===== config.mk =====
export PLATFORM = sky130hd
export DESIGN_NAME = dds_sweep_ctrl
export DESIGN_NICKNAME = d
export VERILOG_FILES = /design/src/rtl/dds_sweep_ctrl.sv
export SDC_FILE = /design/constraint.sdc
export NUM_CORES = 1
export LEC_CHECK = 0
export ABC_AREA = 1
export CAP_MARGIN = 10
export CORE_ASPECT_RATIO = 0.75
export CORE_UTILIZATION = 34
export CTS_CLUSTER_DIAMETER = 200
export DETAILED_ROUTE_END_ITERATION = 16
export GPL_ROUTABILITY_DRIVEN = 0
export HOLD_SLACK_MARGIN = 0.02
export PLACE_DENSITY = 0.52
export SLEW_MARGIN = 20
export SYNTH_ARGS = -nofsm -noshare
export SYNTH_HDL_FRONTEND = slang
export SYNTH_SLANG_ARGS = --single-unit

===== constraint.sdc =====
create_clock -name clk -period 3.4 [get_ports clk]
set_input_delay 0.34 -clock clk [delete_from_list [all_inputs] [get_ports clk]]
set_output_delay 0.34 -clock clk [all_outputs]
set_load 0.03 [all_outputs]

===== src/rtl/dds_sweep_ctrl.sv =====
// Linear frequency-sweep sequencer for the DDS core: steps the tuning word once per dwell interval.
// Optional sweep repetition is compiled in with `define DDS_SWEEP_LOOP_EN.
module dds_sweep_ctrl #(
    parameter int W       = 32,
    parameter int CNT_W   = 16,
    parameter int DWELL_W = 24
) (
    input  logic               clk,
    input  logic               rst_n,
    input  logic [W-1:0]       cfg_start,
    input  logic [W-1:0]       cfg_step,
    input  logic [CNT_W-1:0]   cfg_count,
    input  logic [DWELL_W-1:0] cfg_dwell,
    input  logic               cfg_loop,
    input  logic               go,
    input  logic               abort,
    output logic [W-1:0]       m,
    output logic               set,
    output logic               en,
    output logic               busy,
    output logic               done
);

    typedef enum logic [1:0] {IDLE, DWELL, DONE} state_t;

    state_t             state;
    logic [W-1:0]       start_q;
    logic [W-1:0]       step_q;
    logic [CNT_W-1:0]   cnt_rld;
    logic [CNT_W-1:0]   remain;
    logic [DWELL_W-1:0] dwell_rld;
    logic [DWELL_W-1:0] dwell_cnt;
    logic               loop_q;
    logic [CNT_W-1:0]   cnt_m1;
    logic [DWELL_W-1:0] dwell_m1;
    logic               expire;

    // A zero count or dwell behaves as one; keep the reload values as N-1 / D-1.
    assign cnt_m1   = (cfg_count == '0) ? '0 : cfg_count - CNT_W'(1);
    assign dwell_m1 = (cfg_dwell == '0) ? '0 : cfg_dwell - DWELL_W'(1);
    assign expire   = (dwell_cnt == '0);

`ifdef DDS_SWEEP_LOOP_EN
    always_ff @(posedge clk or negedge rst_n) begin
        if (!rst_n)
            loop_q <= 1'b0;
        else if (state == IDLE && go && !abort)
            loop_q <= cfg_loop;
    end
`else
    // Loop bit tied off so the restart path folds away.
    logic unused_cfg_loop;
    assign loop_q          = 1'b0;
    assign unused_cfg_loop = cfg_loop;
`endif

    always_ff @(posedge clk or negedge rst_n) begin
        if (!rst_n) begin
            state     <= IDLE;
            start_q   <= '0;
            step_q    <= '0;
            cnt_rld   <= '0;
            remain    <= '0;
            dwell_rld <= '0;
            dwell_cnt <= '0;
            m         <= '0;
            set       <= 1'b0;
            en        <= 1'b0;
            busy      <= 1'b0;
            done      <= 1'b0;
        end else begin
            set  <= 1'b0;
            done <= 1'b0;
            if (abort) begin
                // m is left alone so the DDS parks on the last word.
                state <= IDLE;
                en    <= 1'b0;
                busy  <= 1'b0;
            end else begin
                case (state)
                    IDLE: begin
                        if (go) begin
                            start_q   <= cfg_start;
                            step_q    <= cfg_step;
                            cnt_rld   <= cnt_m1;
                            remain    <= cnt_m1;
                            dwell_rld <= dwell_m1;
                            dwell_cnt <= dwell_m1;
                            m         <= cfg_start;
                            set       <= 1'b1;
                            en        <= 1'b1;
                            busy      <= 1'b1;
                            state     <= DWELL;
                        end
                    end
                    DWELL: begin
                        if (!expire) begin
                            dwell_cnt <= dwell_cnt - DWELL_W'(1);
                        end else if (remain != '0) begin
                            m         <= m + step_q;
                            set       <= 1'b1;
                            remain    <= remain - CNT_W'(1);
                            dwell_cnt <= dwell_rld;
                        end else if (loop_q) begin
                            m         <= start_q;
                            set       <= 1'b1;
                            remain    <= cnt_rld;
                            dwell_cnt <= dwell_rld;
                        end else begin
                            done  <= 1'b1;
                            busy  <= 1'b0;
                            state <= DONE;
                        end
                    end
                    DONE:    state <= IDLE;
                    default: state <= IDLE;
                endcase
            end
        end
    end

endmodule


==> out/results.txt <==
reg2reg end: dwell_cnt[21]
Clk network pwr share: 23.5%
CTS tree: done
Die Ht: 153.8 um
final period utilization: 75.29%
Hold WS: -0.02424 ns
number of H-tree levels: 4
number of synthesized register bits: 134
Post-Syn Instances: 1706
Post-DP HPWL: 25510 um
max_cap viols: 0
Vias/cell: 4.817
Net Count, Synth: 1855
pwr/cell area: 621.7 nW/um2
core footprint: 30210 um2
Synth area leaders: dfrtp_1, nand2_1, nor2_1, inv_1, nand3_1
layout cells sized above 1: 4.273%
total CTS buffers: 17
endpoints failing setup: 0
Critical R2R Launch: dwell_cnt[15]
Slew headroom: 41.28%
total setup buffers inserted after CTS: 0
synth warn: 0
combinational cell fraction of total power: 47.0%
syn_area_per_cell: 6.125 um2
crit path capture type: flip-flop
crit-path max FO: 29
largest net degree at the start of global routing: 93
flop-to-flop setup slack: 0.84 ns
startpoint types: flip-flop
failing checks: hold timing
slowest CP cell: dfrtp_1
cts-stage hold buffer count: 0
worst reg-to-reg path cell count: 12
Pwr Total: 7989 uW
Mapped Area: 10450 um2
Final Max Tran Viols: 0
Cell Rows: 55
DR DRC count: 0
worst min path class: input pin to asynchronous set/reset pin
Initial DRC Count: 730
Initial Util: 34.59%
buffers plus inverters on the worst setup path: 2
Die X: 204.4 um
Total Routed Length: 34080 um
RSZ-0062 raised after global routing: no
CP Data Arrival Time: 2.93 ns
P_sw: 3566 uW
Period minus WS final: 2.560 ns
Area growth, synth to finish: 22.98%
Top cell by count, worst path: nand2_2
fmax: 390.7 MHz
clock transition at the registers of the reported paths: 0.07 ns
Ports: 145
Yosys cell types: 38
Worst-Skew Late Latency: 0.44 ns
leakage: 0.006716 uW
Yosys top cell by area: dfrtp_1
All-Layer GR Usage: 22.29%
peak per-stage delay on the critical path: 0.44 ns
diode count: 0
Pint: 4423 uW
status: finished with violations
Clock Tree Buf Depth: 2
sequential-to-total area share from yosys stat: 32.09%
critical path cell sequence: nor2_1 -> nand2_1 -> nor2_4 -> nand2_2 -> nor3_4 -> nand2_2 -> nand2_2 -> nand2_2 -> buf_4 -> inv_2 -> nand2_1 -> nand2_1
Top delay family on crit path: simple AND/OR/NAND/NOR gates
WL/cell: 15.16 um
area fraction of the dominant cell type after synthesis: 32.09%
setup TNS: 0 ns
Worst VDD drop: 249.1 uV
Via Count: 10.83k
worst slew pin tran: 0.8808 ns
vias in the first global route: 10.08k
CP Class: flip-flop to flip-flop
final hold vios: 6
IO buf count: 143
switching portion of total power: 44.64%
post-cts resize count: 0
Die ar.: 31450 um2
clk sink count: 134
fin util: 42.54%
number of routed nets with antenna violations: 0
initial antenna violation count: 0
Levels on crit path: 12
drt pass-1 iters: 5
first-pass GRT wire length: 54820 um
clk_skew: 0.01125 ns
final net count: 1985
sequential share of power: 29.5%
critical path required time: 3.77 ns
Root Driver: clkbuf_16
gr ovfl total: 0
[logic make-up (layout without fill, tap and decap cells)]
family / count (synthesis) / count (layout) / share of synthesized area, %
buffers and inverters: 235 / 378 / 9.100
adders and majority gates: 40 / 40 / 4.861
and+or+nand+nor: 1132 / 1132 / 44.26
DFF: 134 / 134 / 32.09
xor gates and xnor gates: 36 / 36 / 3.017
AOI/OAI and AO/OA: 129 / 129 / 6.669
[state kept, by name, summed over array words and instances (netlist names)]
signal,cells
dwell_rld,24
m,32
set,1
dwell_cnt,24
done,1
state,2
step_q,32
busy,1
en,1
remain,16
[per-stage QoR]
| step | hold WS, ns | cells | cell area (um2) | setup WS [ns] |
|---|---|---|---|---|
| finish | -0.02424 | 2248 | 12850 | 0.8402 |
| global route | 0.07074 | 2248 | 12850 | 0.6384 |
| CTS | 0.03179 | 2248 | 12850 | 0.8213 |
| detailed placement | 0.4633 | 2216 | 12270 | 0.7281 |
| global placement | 0.4584 | 2216 | 12270 | 0.7864 |
| floorplan | 0.04441 | 1706 | 10450 | 1.352 |
[worst max path at each step]
stage / start / to / slack, ns
floorplan: m[0] / m[28] / 1.35
global placement: cfg_dwell[0] / dwell_cnt[8] / 0.79
detailed placement: cfg_dwell[0] / dwell_cnt[8] / 0.73
CTS: dwell_cnt[16] / dwell_cnt[21] / 0.82
global route: dwell_cnt[0] / dwell_cnt[22] / 0.64
finish: dwell_cnt[15] / dwell_cnt[21] / 0.84
[cells in the final DEF, fill, tap and decap left out, types with 2 or more instances in the layout]
cell             instances
clkinvlp_4               4
a21oi_1                 35
xor2_1                  16
a31o_2                   2
nor4_1                   2
and2_1                   4
bufinv_16                2
inv_2                    3
clkdlybuf4s50_1        142
xnor2_1                 20
o21ai_1                  7
buf_4                   14
nand2_2                  6
nor3_1                  11
inv_6                    3
o21ai_0                 68
nor2_2                   5
clkbuf_16               17
nand3b_1                 7
clkinv_2                 4
nand4_1                 28
clkinv_4                 2
o211ai_1                 6
a21o_1                   5
dfrtp_1                134
ha_1                    39
nand3_2                  2
inv_1                  184
or2_2                    8
o21bai_1                 4
nand3_1                125
or2_1                    2
nand2_1                713
nor2_4                   3
nor2_1                 213
[area by class of cell]
cell class                      count  area [um2]
Fill cell                        3230       17360
Multi-Input combinational cell   1337        6156
Sequential cell                   134        3353
Timing Repair Buffer              158        1558
Inverter                          188       705.7
Tap cell                          399       499.2
Clock buffer                       17       425.4
Clock inverter                     15       153.9
[routing by layer]
layer | wire, um | up-vias | track usage (%)
met4 | 252 | 0 | 4.229
met3 | 1893 | 18 | 4.281
met5 | 0 | - | 0
met2 | 13140 | 234 | 30.02
li1 | - | 5578 | -
met1 | 18790 | 4999 | 35.84
[power groups by stage]
stage | logic (uW) | registers [uW] | clock network (uW)
floorplan | 2320 | 2520 | 0
global placement | 3690 | 2380 | 0
detailed placement | 3720 | 2380 | 0
CTS | 3740 | 2360 | 1910
global route | 4240 | 2420 | 1980
finish | 3750 | 2360 | 1880
[synthesized netlist by cell type]
| cell | number |
|---|---|
| a21boi_0 | 1 |
| a21o_1 | 5 |
| a21oi_1 | 35 |
| a31o_2 | 2 |
| and2_1 | 4 |
| and3_1 | 1 |
| buf_2 | 7 |
| buf_4 | 4 |
| buf_6 | 6 |
| clkbuf_1 | 30 |
| clkinv_1 | 1 |
| dfrtp_1 | 134 |
| fa_1 | 1 |
| ha_1 | 39 |
| inv_1 | 184 |
| inv_2 | 3 |
| nand2_1 | 714 |
| nand2_2 | 5 |
| nand3_1 | 125 |
| nand3_2 | 2 |
| nand3b_1 | 7 |
| nand4_1 | 28 |
| nor2_1 | 214 |
| nor2_2 | 5 |
| nor2_4 | 2 |
| nor3_1 | 11 |
| nor3_4 | 1 |
| nor4_1 | 2 |
| o211ai_1 | 6 |
| o21ai_0 | 68 |
| o21ai_1 | 7 |
| o21ai_2 | 1 |
| o21bai_1 | 4 |
| or2_0 | 1 |
| or2_1 | 2 |
| or2_2 | 8 |
| xnor2_1 | 20 |
| xor2_1 | 16 |
Power figures use the tool's default switching activity.
